### config.mk
export PLATFORM = sky130hd
export DESIGN_NAME = lcd_page_buffer
export DESIGN_NICKNAME = d
export VERILOG_FILES = /design/src/rtl/lcd_page_buffer_pkg.sv /design/src/rtl/page_transpose8.sv /design/src/rtl/lcd_page_buffer.sv
export SDC_FILE = /design/constraint.sdc
export NUM_CORES = 1
export LEC_CHECK = 0
export ABC_CLOCK_PERIOD_IN_PS = 6900
export CORE_MARGIN = 4
export CORE_UTILIZATION = 60
export DETAILED_ROUTE_END_ITERATION = 8
export GPL_ROUTABILITY_DRIVEN = 0
export GPL_TIMING_DRIVEN = 0
export PLACE_DENSITY = 0.86
export RECOVER_POWER = 100
export SYNTH_ARGS = -nofsm -noshare
export SYNTH_HDL_FRONTEND = slang
export SYNTH_SLANG_ARGS = --single-unit
### constraint.sdc
create_clock -name clk -period 6.9 [get_ports clk]
set_input_delay 0.69 -clock clk [delete_from_list [all_inputs] [get_ports clk]]
set_output_delay 0.69 -clock clk [all_outputs]
set_load 0.005 [all_outputs]
### src/rtl/lcd_page_buffer_pkg.sv
// Shared constants and state encoding for the LCD page buffer.
package lcd_page_buffer_pkg;

   localparam int LCD_COLS      = 64;
   localparam int ROWS_PER_PAGE = 8;
   localparam int MEM_AW        = 10;
   localparam int ROW_W         = 64;

   // Terminal counts: both counters wrap by compare against these, never by overflow.
   localparam logic [5:0] COL_LAST = 6'(LCD_COLS - 1);
   localparam logic [2:0] ROW_LAST = 3'(ROWS_PER_PAGE - 1);

   typedef enum logic [1:0] {
      ST_IDLE   = 2'd0,
      ST_FETCH  = 2'd1,
      ST_ACK    = 2'd2,
      ST_STREAM = 2'd3
   } state_e;

endpackage

### src/rtl/page_transpose8.sv
// Maps one 64-bit ROM row onto the 64x8 page buffer: column c receives
// word bit (63-c) in bit position `row`. Produces a per-bit write enable
// plus the bit value each column should take.
module page_transpose8
   import lcd_page_buffer_pkg::*;
(
   input  logic                                       wr_en,
   input  logic [2:0]                                 row,
   input  logic [ROW_W-1:0]                           word,
   output logic [LCD_COLS-1:0][ROWS_PER_PAGE-1:0]     bit_en,
   output logic [LCD_COLS-1:0]                        col_bit
);

   // Column c takes word bit (63-c); only the addressed row of each column is enabled.
   always_comb begin
      bit_en  = '0;
      col_bit = '0;
      for (int c = 0; c < LCD_COLS; c++) begin
         col_bit[c] = word[ROW_W-1-c];
         bit_en[c]  = wr_en ? (8'b0000_0001 << row) : 8'b0000_0000;
      end
   end

endmodule

### src/rtl/lcd_page_buffer.sv
// LCD page buffer: on a page request, fetches eight 64-bit ROM rows,
// transposes them into 64 column bytes, acknowledges, and then streams
// the bytes (two cycles each) once the request is withdrawn.
//
// Handshake: data_request is a level from the controller. data_ack is a
// level that rises once the page is fully buffered and stays high while
// data_request stays high; the cycle after data_request is seen low in
// ACK, data_ack drops and streaming starts. Requests seen during STREAM
// are ignored; the first IDLE cycle after a stream samples data_request.
module lcd_page_buffer
   import lcd_page_buffer_pkg::*;
(
   input  logic              clk,
   input  logic              rst_n,
   input  logic              data_request,
   input  logic [6:0]        addr,
   output logic              data_ack,
   output logic [7:0]        data,
   output logic              mem_en,
   output logic [MEM_AW-1:0] mem_addr,
   input  logic [ROW_W-1:0]  mem_data,
   output logic [1:0]        fsm_state
);

   state_e state, state_nxt;

   logic              data_ack_nxt;
   logic [7:0]        data_nxt;
   logic              mem_en_nxt;
   logic [MEM_AW-1:0] mem_addr_nxt;

   // Read-return tracking: ROM data for the row issued last cycle arrives now.
   logic       rd_pend, rd_pend_nxt;
   logic [2:0] rd_row, rd_row_nxt;

   // Stream position: column counter and first/second cycle of the byte.
   logic [5:0] col_cnt, col_nxt;
   logic       phase, phase_nxt;

   logic [LCD_COLS-1:0][ROWS_PER_PAGE-1:0] page_buf;
   logic [LCD_COLS-1:0][ROWS_PER_PAGE-1:0] bit_en;
   logic [LCD_COLS-1:0]                    col_bit;
   logic                                   buf_wr;

   assign fsm_state = state;
   assign buf_wr    = (state == ST_FETCH) && rd_pend;

   page_transpose8 u_transpose (
      .wr_en   (buf_wr),
      .row     (rd_row),
      .word    (mem_data),
      .bit_en  (bit_en),
      .col_bit (col_bit)
   );

   // Page buffer: bit-granular writes from the transpose, no reset needed.
   always_ff @(posedge clk) begin
      for (int c = 0; c < LCD_COLS; c++) begin
         for (int k = 0; k < ROWS_PER_PAGE; k++) begin
            if (bit_en[c][k]) page_buf[c][k] <= col_bit[c];
         end
      end
   end

   // State, handshake, ROM interface and counters; all cleared by reset.
   always_ff @(posedge clk or negedge rst_n) begin
      if (!rst_n) begin
         state    <= ST_IDLE;
         data_ack <= 1'b0;
         data     <= 8'h00;
         mem_en   <= 1'b0;
         mem_addr <= '0;
         rd_pend  <= 1'b0;
         rd_row   <= 3'd0;
         col_cnt  <= 6'd0;
         phase    <= 1'b0;
      end else begin
         state    <= state_nxt;
         data_ack <= data_ack_nxt;
         data     <= data_nxt;
         mem_en   <= mem_en_nxt;
         mem_addr <= mem_addr_nxt;
         rd_pend  <= rd_pend_nxt;
         rd_row   <= rd_row_nxt;
         col_cnt  <= col_nxt;
         phase    <= phase_nxt;
      end
   end

   // Next-state and next-output decode for the fetch/ack/stream sequence.
   always_comb begin
      state_nxt    = state;
      data_ack_nxt = data_ack;
      data_nxt     = 8'h00;
      mem_en_nxt   = 1'b0;
      mem_addr_nxt = mem_addr;
      rd_pend_nxt  = mem_en;
      rd_row_nxt   = mem_addr[2:0];
      col_nxt      = col_cnt;
      phase_nxt    = phase;

      case (state)
         ST_IDLE: begin
            data_ack_nxt = 1'b0;
            if (data_request) begin
               state_nxt    = ST_FETCH;
               mem_en_nxt   = 1'b1;
               mem_addr_nxt = {addr, 3'b000};
            end
         end

         ST_FETCH: begin
            if (!data_request) begin
               // Withdrawn request aborts the fetch; the partial page is never acknowledged.
               state_nxt = ST_IDLE;
            end else begin
               if (mem_en && (mem_addr[2:0] != ROW_LAST)) begin
                  mem_en_nxt   = 1'b1;
                  mem_addr_nxt = {mem_addr[MEM_AW-1:3], mem_addr[2:0] + 3'd1};
               end
               if (rd_pend && (rd_row == ROW_LAST)) begin
                  state_nxt    = ST_ACK;
                  data_ack_nxt = 1'b1;
               end
            end
         end

         ST_ACK: begin
            if (!data_request) begin
               state_nxt    = ST_STREAM;
               data_ack_nxt = 1'b0;
               col_nxt      = 6'd0;
               phase_nxt    = 1'b0;
               data_nxt     = page_buf[6'd0];
            end
         end

         ST_STREAM: begin
            if (!phase) begin
               phase_nxt = 1'b1;
               data_nxt  = data;
            end else if (col_cnt == COL_LAST) begin
               state_nxt = ST_IDLE;
               col_nxt   = 6'd0;
               phase_nxt = 1'b0;
            end else begin
               col_nxt   = col_cnt + 6'd1;
               phase_nxt = 1'b0;
               data_nxt  = page_buf[col_cnt + 6'd1];
            end
         end

         default: state_nxt = ST_IDLE;
      endcase
   end

endmodule

**Word-level counts from Yosys, hierarchy flattened**

Cells that the tools add are included.

- Mux-type cells: 32
- $add $sub $neg: 2
- Shifts and indexed selects: 1
- Magnitude comparators: 1
- Reduce and logical (&&, ||, !) cells: 13
- Eq/ne operators: 14
- Bitwise gates (word level): 1

Operators by type and width:

| kind | number |
|---|---|
| $bmux 8 s6 | 1 |
| $mux 8 | 5 |
| $pmux 10 s2 | 1 |
| $mux 6 | 3 |
| $pmux 8 s2 | 1 |
| $mux 2 | 6 |
| $pmux 6 s2 | 1 |
| $mux 10 | 1 |
| $ne 2x2->1 const B | 5 |
| $pmux 2 s4 | 1 |
| $reduce_and 4->1 | 2 |
| $shl 1x3->8 const A | 1 |
| $lt 6x7->1 const B | 1 |
| $mux 1 | 7 |
| $add 6x1->6 const B | 1 |
| $eq 6x6->1 const B | 1 |
| $mux 3 | 2 |
| $reduce_and 3->1 | 2 |
| $reduce_and 5->1 | 1 |
| $eq 2x2->1 const B | 2 |
| $ne 2x1->1 const B | 2 |
| $pmux 1 s2 | 2 |
| $reduce_bool 2->1 | 2 |
| $add 3x1->3 const B | 1 |
| other kinds (10) | 12 |

- Bits in registers: 545
- Word-level logic and storage cells: 586
- Input bits: 74

**Depth between registers and ports, before layout**

- Depth in word-level cells: 6
- Gate-level depth with buffers: 10

**Hierarchy**

From an unflattened synthesis, not the netlist that was laid out.

- Cell total of the unflattened synthesis: 1559
- Area total of the unflattened synthesis: 25594.5 um^2

Modules (own cells, without submodules):

| module | times used | cells each | area each (um^2) |
|---|---|---|---|
| lcd_page_buffer | 1 | 983 | 21235.4 |
| page_transpose8 | 1 | 576 | 4359.2 |

**Worst setup path before layout**

No wires, ideal clock.

- Kind: reg2reg
- Start point: reg state[0] (netlist: fsm_state[0])
- End point: reg page_buf[0] in the netlist's numbering, enable pin
- Cell stages (with the launch flop): 5
- Setup slack: 1.076 ns
- Setup time: 0.565 ns
- Period minus slack after synthesis: 5.824 ns
- Data arrival time: 5.259 ns
- Cells stage by stage: dfrtp_1 > clkbuf_1 > nor2b_1 > nand3b_1 > nor3_1

RTL lines:

| element | RTL line | text |
|---|---|---|
| start, declared | lcd_page_buffer.sv:25 | `state_e state, state_nxt;` |
| start signal, assigned | lcd_page_buffer.sv:78 | `state <= state_nxt;` |
| end signal, assigned by index | lcd_page_buffer.sv:60 | `if (bit_en[c][k]) page_buf[c][k] <= col_bit[c];` |
| end, declared | lcd_page_buffer.sv:40 | `logic [LCD_COLS-1:0][ROWS_PER_PAGE-1:0] page_buf;` |

==> reports/results.tsv <==
metric	value	unit
status	finished with violations	
failing checks	max-capacitance violations, max-slew violations	
via count	11676	
nets	1268	
grt peak-use layer	met2	
Final Max Slew Viols	345	
crit path DAT	4.81	ns
Placed Cells	1598	
Max-Cap Viols	12	
row cnt	69	
met1 Usage GRT	38.4	%
DIE WIDTH	197	um
share of the synthesized area in the top cell type	71.5	%
dpl cell area	23400	sq um
Slew HR	-119	%
Routed WL	51.7	mm
yosys warns	0	
Post-Synthesis Cells	1022	
register area share after synthesis	75.3	%
Design Area, Final	24900	sq um
HP Class	reg2reg	
pin count of the biggest net entering global routing	35	
clock sinks	545	
Clock power frac	41.7	%
leakage	8.49	nW
register share of total power	52.5	%
met3 Use GR	5.32	%
Post-Syn Area	21500	sq um
drc violations	0	
worst r2r src	fsm_state[0]$_DFFE_PN0P_	
GR Util All Layers	26.7	%
Post-CTS Setup Inserts	0	
CTS Root Cell	clkbuf_16	
CP required	7.11	ns
Port Buf Inserts	94	
final hold violations	0	
largest cells by area after synthesis	edfxtp_1 71%, mux4_2 10%, dfrtp_1 3.8%	
Skew-Pair Late Insertion Delay	0.59	ns
total grt overflow	0	
number of CTS-inserted buffers	52	
hold_sp	mem_en$_DFF_PN0_	
full die area	39000	sq um
post-route ant nets	0	
clock period minus worst slack	4.60	ns
post-DP HPWL	32.8	mm
# hold bufs at CTS	0	
RSZ-0062 raised after global routing	no	
clk_skew	0.0255	ns
WHS	0.438	ns
CTS clock-pin slew for the worst setup and hold paths	0.06	ns
Peak supply drop	0.222	mV
met2 usage in global routing	42.1	%
final std cells w/o fill	1695	
FF-to-FF End	page_buf[444]$_DFFE_PP_	
post-synth top area cell	edfxtp_1	
R2R depth	7	
CP endpoint kind	register	
Worst Hold Path EP	rd_pend$_DFF_PN0_	
ys flop type	edfxtp_1	
flop2flop setup slack	2.30	ns
post_cts resized	0	
Routed wire per std cell	30.5	um
initial antenna violation count	0	
CTS Buffer Depth	3	
vias in the first global route	11762	
Die Y-Extent	197	um
syn avg cell area	21.1	sq um
Post-synth EDFFs	512	
Antenna Cells	0	
CTS tree	built	
Initial DRC Count	1789	
PwrDens	284	nW/um^2
Power Internal	5.59	mW
critical path type	reg2reg	
area of the core	35500	sq um
Switch Pwr	1.48	mW
Finished Core Util	70.2	%
Switching Share	20.9	%
Power Total	7.07	mW
FFs w/ async S/R, synth	6.06	%
CTS H-tree depth	2	
Final Setup Violations	0	
Least-Margin Pin Slew	3.28	ns
Unique masters post-synth	58	
router iterations before antenna repair	5	
Peak Freq	217	MHz
area delta synth->final	15.8	%
Combinational Power Share	5.7	%
starting density of the core	60.6	%
syn_nets	1099	
worst-path maximum fanout	12	
via-per-instance ratio	6.89	
fin crit share	66.7	%
first-pass GRT wire length	77.0	mm
IO Count	96	
Yosys reg bits	545	
Hold Crit Depth	0	
CP Launch Type	register	
share of layout cells above drive strength 1	17.8	%
[worst max path at each step]
stage / start / to / slack [ns] / depth (start not counted)
4_1_cts: col_cnt[1]$_DFFE_PN0P_ / data[6]$_DFFE_PN0N_ / 3.44 / 8
6_report: fsm_state[0]$_DFFE_PN0P_ / page_buf[444]$_DFFE_PP_ / 2.30 / 7
2_1_floorplan: fsm_state[0]$_DFFE_PN0P_ / page_buf[0]$_DFFE_PP_ / 1.08 / 4
5_1_grt: fsm_state[0]$_DFFE_PN0P_ / page_buf[444]$_DFFE_PP_ / 2.05 / 7
3_3_place_gp: fsm_state[0]$_DFFE_PN0P_ / page_buf[420]$_DFFE_PP_ / -1.38 / 4
3_5_place_dp: col_cnt[1]$_DFFE_PN0P_ / data[6]$_DFFE_PN0N_ / 3.53 / 8
[worst max-delay path, cell delays in order (launching register included)]
cell      delay (ns)
dfrtp_1         0.33
clkbuf_1        0.33
nor2b_1         0.23
nand3_1         0.19
nor3_1          1.31
clkbuf_1        0.68
clkbuf_1        0.65
clkbuf_1        0.48
[final cells by class]
| type | instances | area, sq um |
|---|---|---|
| buffer | 56 | 368 |
| clock buffer | 73 | 1410 |
| clock inverter | 24 | 345 |
| fill | 1972 | 10600 |
| inverter | 3 | 11.3 |
| multi-input combinational | 418 | 4920 |
| sequential | 545 | 16200 |
| tap | 461 | 577 |
| timing repair buffer | 115 | 1080 |
[sequential cells by signal (all words and copies together), names as in the netlist, named ones only]
register,count
rd_row,3
data_ack,1
phase,1
mem_addr,10
fsm_state,1
col_cnt,6
page_buf,512
rd_pend,1
data,8
mem_en,1
[routing by layer]
layer	vias to the layer above	routed length, um
li1	4642	-
met1	5947	19100
met2	928	24700
met3	159	5660
met4	0	2220
met5	-	0
[power groups by stage]
stage / Sequential [mW] / Combinational, mW / Clock [mW]
after floorplan: 3.78 / 0.204 / 0
after global placement: 3.78 / 0.390 / 0
after detailed placement: 3.78 / 0.416 / 0
after CTS: 3.71 / 0.423 / 2.96
after global routing: 3.72 / 0.424 / 3.12
final: 3.71 / 0.404 / 2.95
[cell families (layout without fill, tap and decap cells)]
kind of cell             after synthesis  in the layout  share of synthesized area [%]
flip-flops                           545            545                           75.3
adder cells (fa/ha/maj)                3              3                          0.174
AND/OR/NAND/NOR                      137            137                           3.26
AO/OA/AOI/OAI                        114            114                           3.76
buffers and inverters                 59            271                           1.84
multiplexers                         158            158                           15.3
XOR/XNOR                               6              6                          0.349
[stage by stage]
| stage | setup TNS (ns) | worst slack, ns |
|---|---|---|
| 2_1_floorplan | 0 | 1.08 |
| 3_3_place_gp | -141.42 | -1.38 |
| 3_5_place_dp | 0 | 3.53 |
| 4_1_cts | 0 | 3.44 |
| 5_1_grt | 0 | 2.05 |
| 6_report | 0 | 2.30 |
[synthesized netlist by cell type, drive strengths merged (2+ instances only)]
| library cell | n |
|---|---|
| a2111oi | 6 |
| mux2 | 8 |
| o31a | 6 |
| buf | 34 |
| and2 | 21 |
| inv | 3 |
| a22oi | 6 |
| nor3 | 3 |
| dfrtp | 33 |
| o211ai | 7 |
| nand3b | 3 |
| mux2i | 22 |
| a21o | 2 |
| o22ai | 7 |
| a31oi | 15 |
| a311oi | 2 |
| ha | 3 |
| nand2b | 6 |
| edfxtp | 512 |
| nor2b | 2 |
| or4 | 6 |
| o21ai | 22 |
| and4 | 6 |
| nand3 | 8 |
| a22o | 7 |
| nand4 | 2 |
| mux4 | 128 |
| a21oi | 11 |
| clkbuf | 22 |
| nand2 | 59 |
| nor2 | 17 |
| a211oi | 9 |
| xnor2 | 5 |
| a221oi | 7 |
[cells in the final DEF (no fill, tap or decap), types with 21 or more instances in the layout]
cell             n
mux4_1          28
nand2_1         59
dlygate4sd3_1   86
clkbuf_1        64
dfrtp_1         33
edfxtp_1       512
o21ai_0         21
mux4_2         100
mux2i_1         22
clkbuf_16       53
No activity file was read; power rests on OpenSTA's default activity.
==> RTL edit 1: new RTL, same flow settings <==
The package constant `LCD_COLS` goes from 64 to 128.
--- a/src/rtl/lcd_page_buffer_pkg.sv
+++ b/src/rtl/lcd_page_buffer_pkg.sv
@@ -1,7 +1,7 @@
 // Shared constants and state encoding for the LCD page buffer.
 package lcd_page_buffer_pkg;
 
-   localparam int LCD_COLS      = 64;
+   localparam int LCD_COLS      = 128;
    localparam int ROWS_PER_PAGE = 8;
    localparam int MEM_AW        = 10;
    localparam int ROW_W         = 64;
Behaviour: unchanged (equiv_simple and equiv_induct, registers matched by name and starting in step).
==> RTL edit 1 against the original RTL <==
The flow still finishes with violations (capacitance limit, slew limit); wire length increased by 3.1%; synthesized area about the same; power decreased by 1.4%; setup slack got worse by 0.18 ns; clock skew increased by 0.0049 ns; die area about the same; design area decreased by 0.33%; sequential cell count unchanged; largest cell class unchanged.
==> RTL edit 1: results (changes against the original RTL) <==
The fraction of the yosys area taken by sequential cells came out at 75.3% (about the same). The total CTS buffers came out at 51 (-1.9%). The share of total power consumed by net switching is 21.7% (+0.73 points).

The final reports fail on capacitance limit, slew limit. The final cell count without fillers came out at 1724 (+1.7%). The reported max-cap violation count came out at 12 (unchanged). The placed cell count is 1626 (+1.8%). The worst-case register-to-register setup slack was 2.12 ns (-0.18 ns).

The starting utilization of the core area came out at 60.6% (about the same). The largest net degree at the start of global routing came out at 34 (-2.9%). The routed length per instance was 30.9 um (+1.3%).

The number of distinct library cells after synthesis came out at 46 (-21%). The number of antenna violations at the first check in global routing came to 3 (+3). The cell family contributing the most delay on the critical path is simple AND/OR/NAND/NOR gates. The length of the first detailed-routing pass in iterations is 9 (+4). The flow ran to the end, but the final reports show violations. The final count of pins violating max slew came to 296 (-14%).

The highest ir drop seen on vdd is 0.198 mV (-11%). Ranked by total cell area, the synthesized netlist is headed by sky130_fd_sc_hd__edfxtp_1 (71%), sky130_fd_sc_hd__mux4_2 (13%), sky130_fd_sc_hd__dfrtp_1 (3.8%). The critical path's largest stage delay is 1.68 ns (+0.37 ns). In this run the critical register-to-register path is captured at page_buf[203].

The post-synthesis xor/xnor area fraction is 0.442% (+0.093 points). The multiplexer area fraction after synthesis was 15.7% (+0.35 points). For this design, the slowest cell found on the critical path is sky130_fd_sc_hd__nor2_1. The count of buffers from port buffering came out at 95 (+1.1%).
==> RTL edit 1: metal layers <==
layer / vias up / routed length [um] / global-route usage (%)
li1: 4697 / - / -
met1: 6011 / 19200 / 39.2
met2: 1029 / 25200 / 42.9
met3: 227 / 6000 / 6.24
met4: 2 / 2900 / 11.6
met5: - / 13 / 0
==> RTL edit 1: worst max-delay path by stage <==
stage,slack [ns],endpoint,cells after the start,start
floorplan,0.97,page_buf[0],4,fsm_state[0]
global placement,-1.67,page_buf[476],4,fsm_state[0]
detailed placement,3.88,page_buf[344],6,fsm_state[0]
CTS,3.82,data[0],8,col_cnt[1]
global route,1.84,page_buf[203],6,fsm_state[0]
finish,2.12,page_buf[203],6,fsm_state[0]
==> RTL edit 1: per-stage QoR <==
step	TNS [ns]	area [um2]	utilization [%]	total power (W)	worst slack [ns]
3_3_place_gp	-200.36	23000	64.9	0.00420	-1.67
2_1_floorplan	0	21500	-	0.00400	0.973
3_5_place_dp	0	23500	66.1	0.00423	3.88
5_1_grt	0	24800	70.0	0.00716	1.84
6_report	0	24800	70.0	0.00697	2.12
4_1_cts	0	25100	70.8	0.00700	3.82
==> RTL edit 1: worst reg2reg max path, cell delays in order (launching register included) <==
cell	delay, ns
sky130_fd_sc_hd__dfrtp_1	0.43
sky130_fd_sc_hd__clkbuf_1	0.40
sky130_fd_sc_hd__nor2b_1	0.24
sky130_fd_sc_hd__nand3b_1	0.22
sky130_fd_sc_hd__nor2_1	1.68
sky130_fd_sc_hd__clkbuf_1	1.19
sky130_fd_sc_hd__buf_12	0.29
==> RTL edit 1: cell type report <==
type                    count  area, um2
flip-flops and latches    545      16200
fillers                  1973      10700
multi-input cells         439       4930
clock buffers              61       1310
repair buffers            117       1080
well taps                 461        577
clock inverters            35        355
plain buffers              60        354
inverters                   4       15.0
diodes                      2       5.00
==> RTL edit 2: new RTL, same settings <==
Made on the original files. Take the reset off `data` and `mem_addr` and load them in a clocked block of their own.
--- a/src/rtl/lcd_page_buffer.sv
+++ b/src/rtl/lcd_page_buffer.sv
@@ -67,9 +67,7 @@
       if (!rst_n) begin
          state    <= ST_IDLE;
          data_ack <= 1'b0;
-         data     <= 8'h00;
          mem_en   <= 1'b0;
-         mem_addr <= '0;
          rd_pend  <= 1'b0;
          rd_row   <= 3'd0;
          col_cnt  <= 6'd0;
@@ -77,14 +75,17 @@
       end else begin
          state    <= state_nxt;
          data_ack <= data_ack_nxt;
-         data     <= data_nxt;
          mem_en   <= mem_en_nxt;
-         mem_addr <= mem_addr_nxt;
          rd_pend  <= rd_pend_nxt;
          rd_row   <= rd_row_nxt;
          col_cnt  <= col_nxt;
          phase    <= phase_nxt;
       end
+   end
+
+   always_ff @(posedge clk) begin
+      data     <= data_nxt;
+      mem_addr <= mem_addr_nxt;
    end
 
    // Next-state and next-output decode for the fetch/ack/stream sequence.
Check against the original RTL: not equivalent (Yosys sat finds a counterexample within 4 cycles, from zero or initial values and one cycle with rst_n low).
==> RTL edit 2 against the original RTL <==
The run still ends with capacitance limit, slew limit left; wire length shrank 7.7%; sequential cell count is the same; setup slack worse by 0.070 ns; first-iteration DRC count is 18% lower; highest routed layer is now met5; final cell count decreased by 2.1%; global-route usage decreased by 1.5 points; critical path depth increased by 2; synthesized area fell by 1.7%; count of clock-buffer cells in the layout is 7 lower; design area fell by 1.8%.
Power is not compared: it rests on default switching activity, and its combinational part moved more than twofold at a synthesized area within 25%.
==> RTL edit 2: results (changes against the original RTL) <==
The reported max-cap violation count came out at 7 (-5). The number of nets in the synthesized netlist came out at 1068 (-2.8%). Following the worst setup path forward leads to its endpoint at page_buf[268]. The share of flip-flops with an asynchronous set or reset was 2.75% (-3.3 points). The kind of path behind the tightest hold check is reg -> reg.

IR analysis of the VDD net gives a maximum drop of around 0.25 mV. The arrival time reported for the critical path endpoint is 4.88 ns (+0.07 ns). The number of distinct library cells after synthesis came out at 42 (-28%).

The number of post-CTS setup repair buffers is 0 (unchanged). The final clock skew came out at 0.0116 ns (-0.0139 ns). The clock latency of the later-clocked register in the worst-skew pair came out at 0.56 ns (-0.03 ns).

The met3 global-route usage was 4.55% (-0.77 points). In the final layout, the registers with the most flip-flops are page_buf: 512 flops, mem_addr: 10 flops, data: 8 flops. The total global routing track utilization is 25.2% (-1.5 points). The iteration-0 DRC count of the detailed router came out at 1472 (-18%).

The number of cells on the worst reg-to-reg path came out at 9 (+2). The length of the first detailed-routing pass in iterations came to 6 (+1). The number of nets in the finished design came out at 1239 (-2.3%). The final reports fail on capacitance limit, slew limit. The largest net degree at the start of global routing came out at 34 (-2.9%).

The first-pass GRT wire length was 72.1 mm (-6.3%). The total CTS buffers came out at 51 (-1.9%). The wire length after detailed routing is 47.7 mm (-7.7%). The worst-case register-to-register setup slack came out at 2.23 ns (-0.07 ns).

Yosys attributes the largest share of cell area to sky130_fd_sc_hd__edfxtp_1 (75%), sky130_fd_sc_hd__mux4_2 (14%), sky130_fd_sc_hd__dfrtp_1 (1.8%). The met1 usage is 36.8% (-1.7 points). By count the netlist is led by sky130_fd_sc_hd__edfxtp_1 (530), sky130_fd_sc_hd__mux4_2 (136), sky130_fd_sc_hd__nand2_1 (66). The number of antenna violations at the first check in global routing is 2 (+2).

The fraction of layout instances using a drive strength above 1 is 20.2% (+2.4 points). The number of gates resized after CTS is 0 (unchanged). STA classifies the critical path startpoint as a flip-flop. The total via count after detailed routing came out at 11100 (-4.6%).

The number of levels the H-tree was split into came to 2 (unchanged). The met2 track utilization from global routing came out at 38.9% (-3.1 points). The flow ran to the end, but the final reports show violations. The half-perimeter wire length after placement is 29.5 mm (-9.8%). The count of buffers from port buffering came out at 95 (+1.1%).

The fraction of the yosys area taken by sequential cells came out at 77.1% (+1.8 points). The final count of pins violating max slew is 195 (-43%). The number of enable-type register cells in the synthesized netlist was 530 (+3.5%). The area after detailed placement is 23100 um2 (-1.4%). The worst-case headroom to the max-slew limit came out at -101% (+18 points). In the synthesized netlist the dominant register cell turns out to be sky130_fd_sc_hd__edfxtp_1.

The fill cell total of the finished layout came out at 1931 (-2.1%). The CTS root buffer is sky130_fd_sc_hd__clkbuf_16.
[RTL edit 2: cell count changes after synthesis, sizes merged, moves of 8 or more]
cell and delta:
mux2 -8, a31oi -14, a2111o +8, dfrtp -18, edfxtp +18, mux4 +8
nor2 +20
[RTL edit 2: cell families (layout without fill, tap and decap cells)]
logic type | count (synthesis) | in the layout | share of synthesized area (%)
AOI/OAI and AO/OA | 80 | 80 | 2.68
buffers and inverters | 53 | 266 | 1.32
adders and majority gates | 3 | 3 | 0.178
DFF | 545 | 545 | 77.1
other | 0 | 1 | 0
xor gates and xnor gates | 5 | 5 | 0.296
muxes | 153 | 153 | 15.3
and+or+nand+nor | 152 | 152 | 3.18
[RTL edit 2: per-stage QoR]
step	setup slack (ns)	total power [W]	setup TNS, ns	hold slack, ns	std cells
2_1_floorplan	0.952	0.00528	0	0.394	991
3_3_place_gp	-1.76	0.00588	-192.05	0.422	1541
3_5_place_dp	3.17	0.00598	0	0.415	1564
4_1_cts	3.13	0.00873	0	0.438	1659
5_1_grt	1.80	0.00897	0	0.443	1660
6_report	2.23	0.00867	0	0.433	1660
[RTL edit 2: routing by layer]
layer / wire length [um] / up-vias
li1: - / 4468
met5: 12 / -
met1: 17700 / 5654
met4: 2260 / 2
met2: 22600 / 863
met3: 5060 / 156
[RTL edit 2: cell type report]
type,instances,share of cell area (%)
flip-flops and latches,545,66.6
multi-input cells,393,18.7
clock buffers,66,5.65
repair buffers,118,4.60
well taps,455,2.33
plain buffers,47,1.04
clock inverters,29,1.03
inverters,6,0.0920
diodes,1,0.0102
[RTL edit 2: report_power, final]
part           switching [W]  internal (W)
Sequential         0.0000708       0.00384
Clock                0.00118       0.00157
Combinational        0.00110      0.000910
[RTL edit 2: worst min-delay path by stage]
stage | startpoint | endpoint | slack (ns) | cells after the start
after CTS | mem_en | rd_pend | 0.44 | 0
after global placement | mem_en | rd_pend | 0.42 | 0
after global routing | mem_en | rd_pend | 0.44 | 0
final | mem_addr[2] | rd_row[2] | 0.43 | 0
after detailed placement | mem_en | rd_pend | 0.41 | 0
after floorplan | rst_n | asynchronous set/reset pin | 0.39 | 0
[RTL edit 2: worst max-delay path, cell delays in order (launching register included)]
cell	delay, ns
sky130_fd_sc_hd__dfrtp_1	0.44
sky130_fd_sc_hd__clkbuf_1	0.36
sky130_fd_sc_hd__inv_1	0.16
sky130_fd_sc_hd__nor2_1	0.16
sky130_fd_sc_hd__nand3_1	0.18
sky130_fd_sc_hd__nor3_1	0.82
sky130_fd_sc_hd__clkbuf_1	0.66
sky130_fd_sc_hd__clkbuf_1	0.47
sky130_fd_sc_hd__clkbuf_1	0.58
sky130_fd_sc_hd__clkbuf_1	0.45
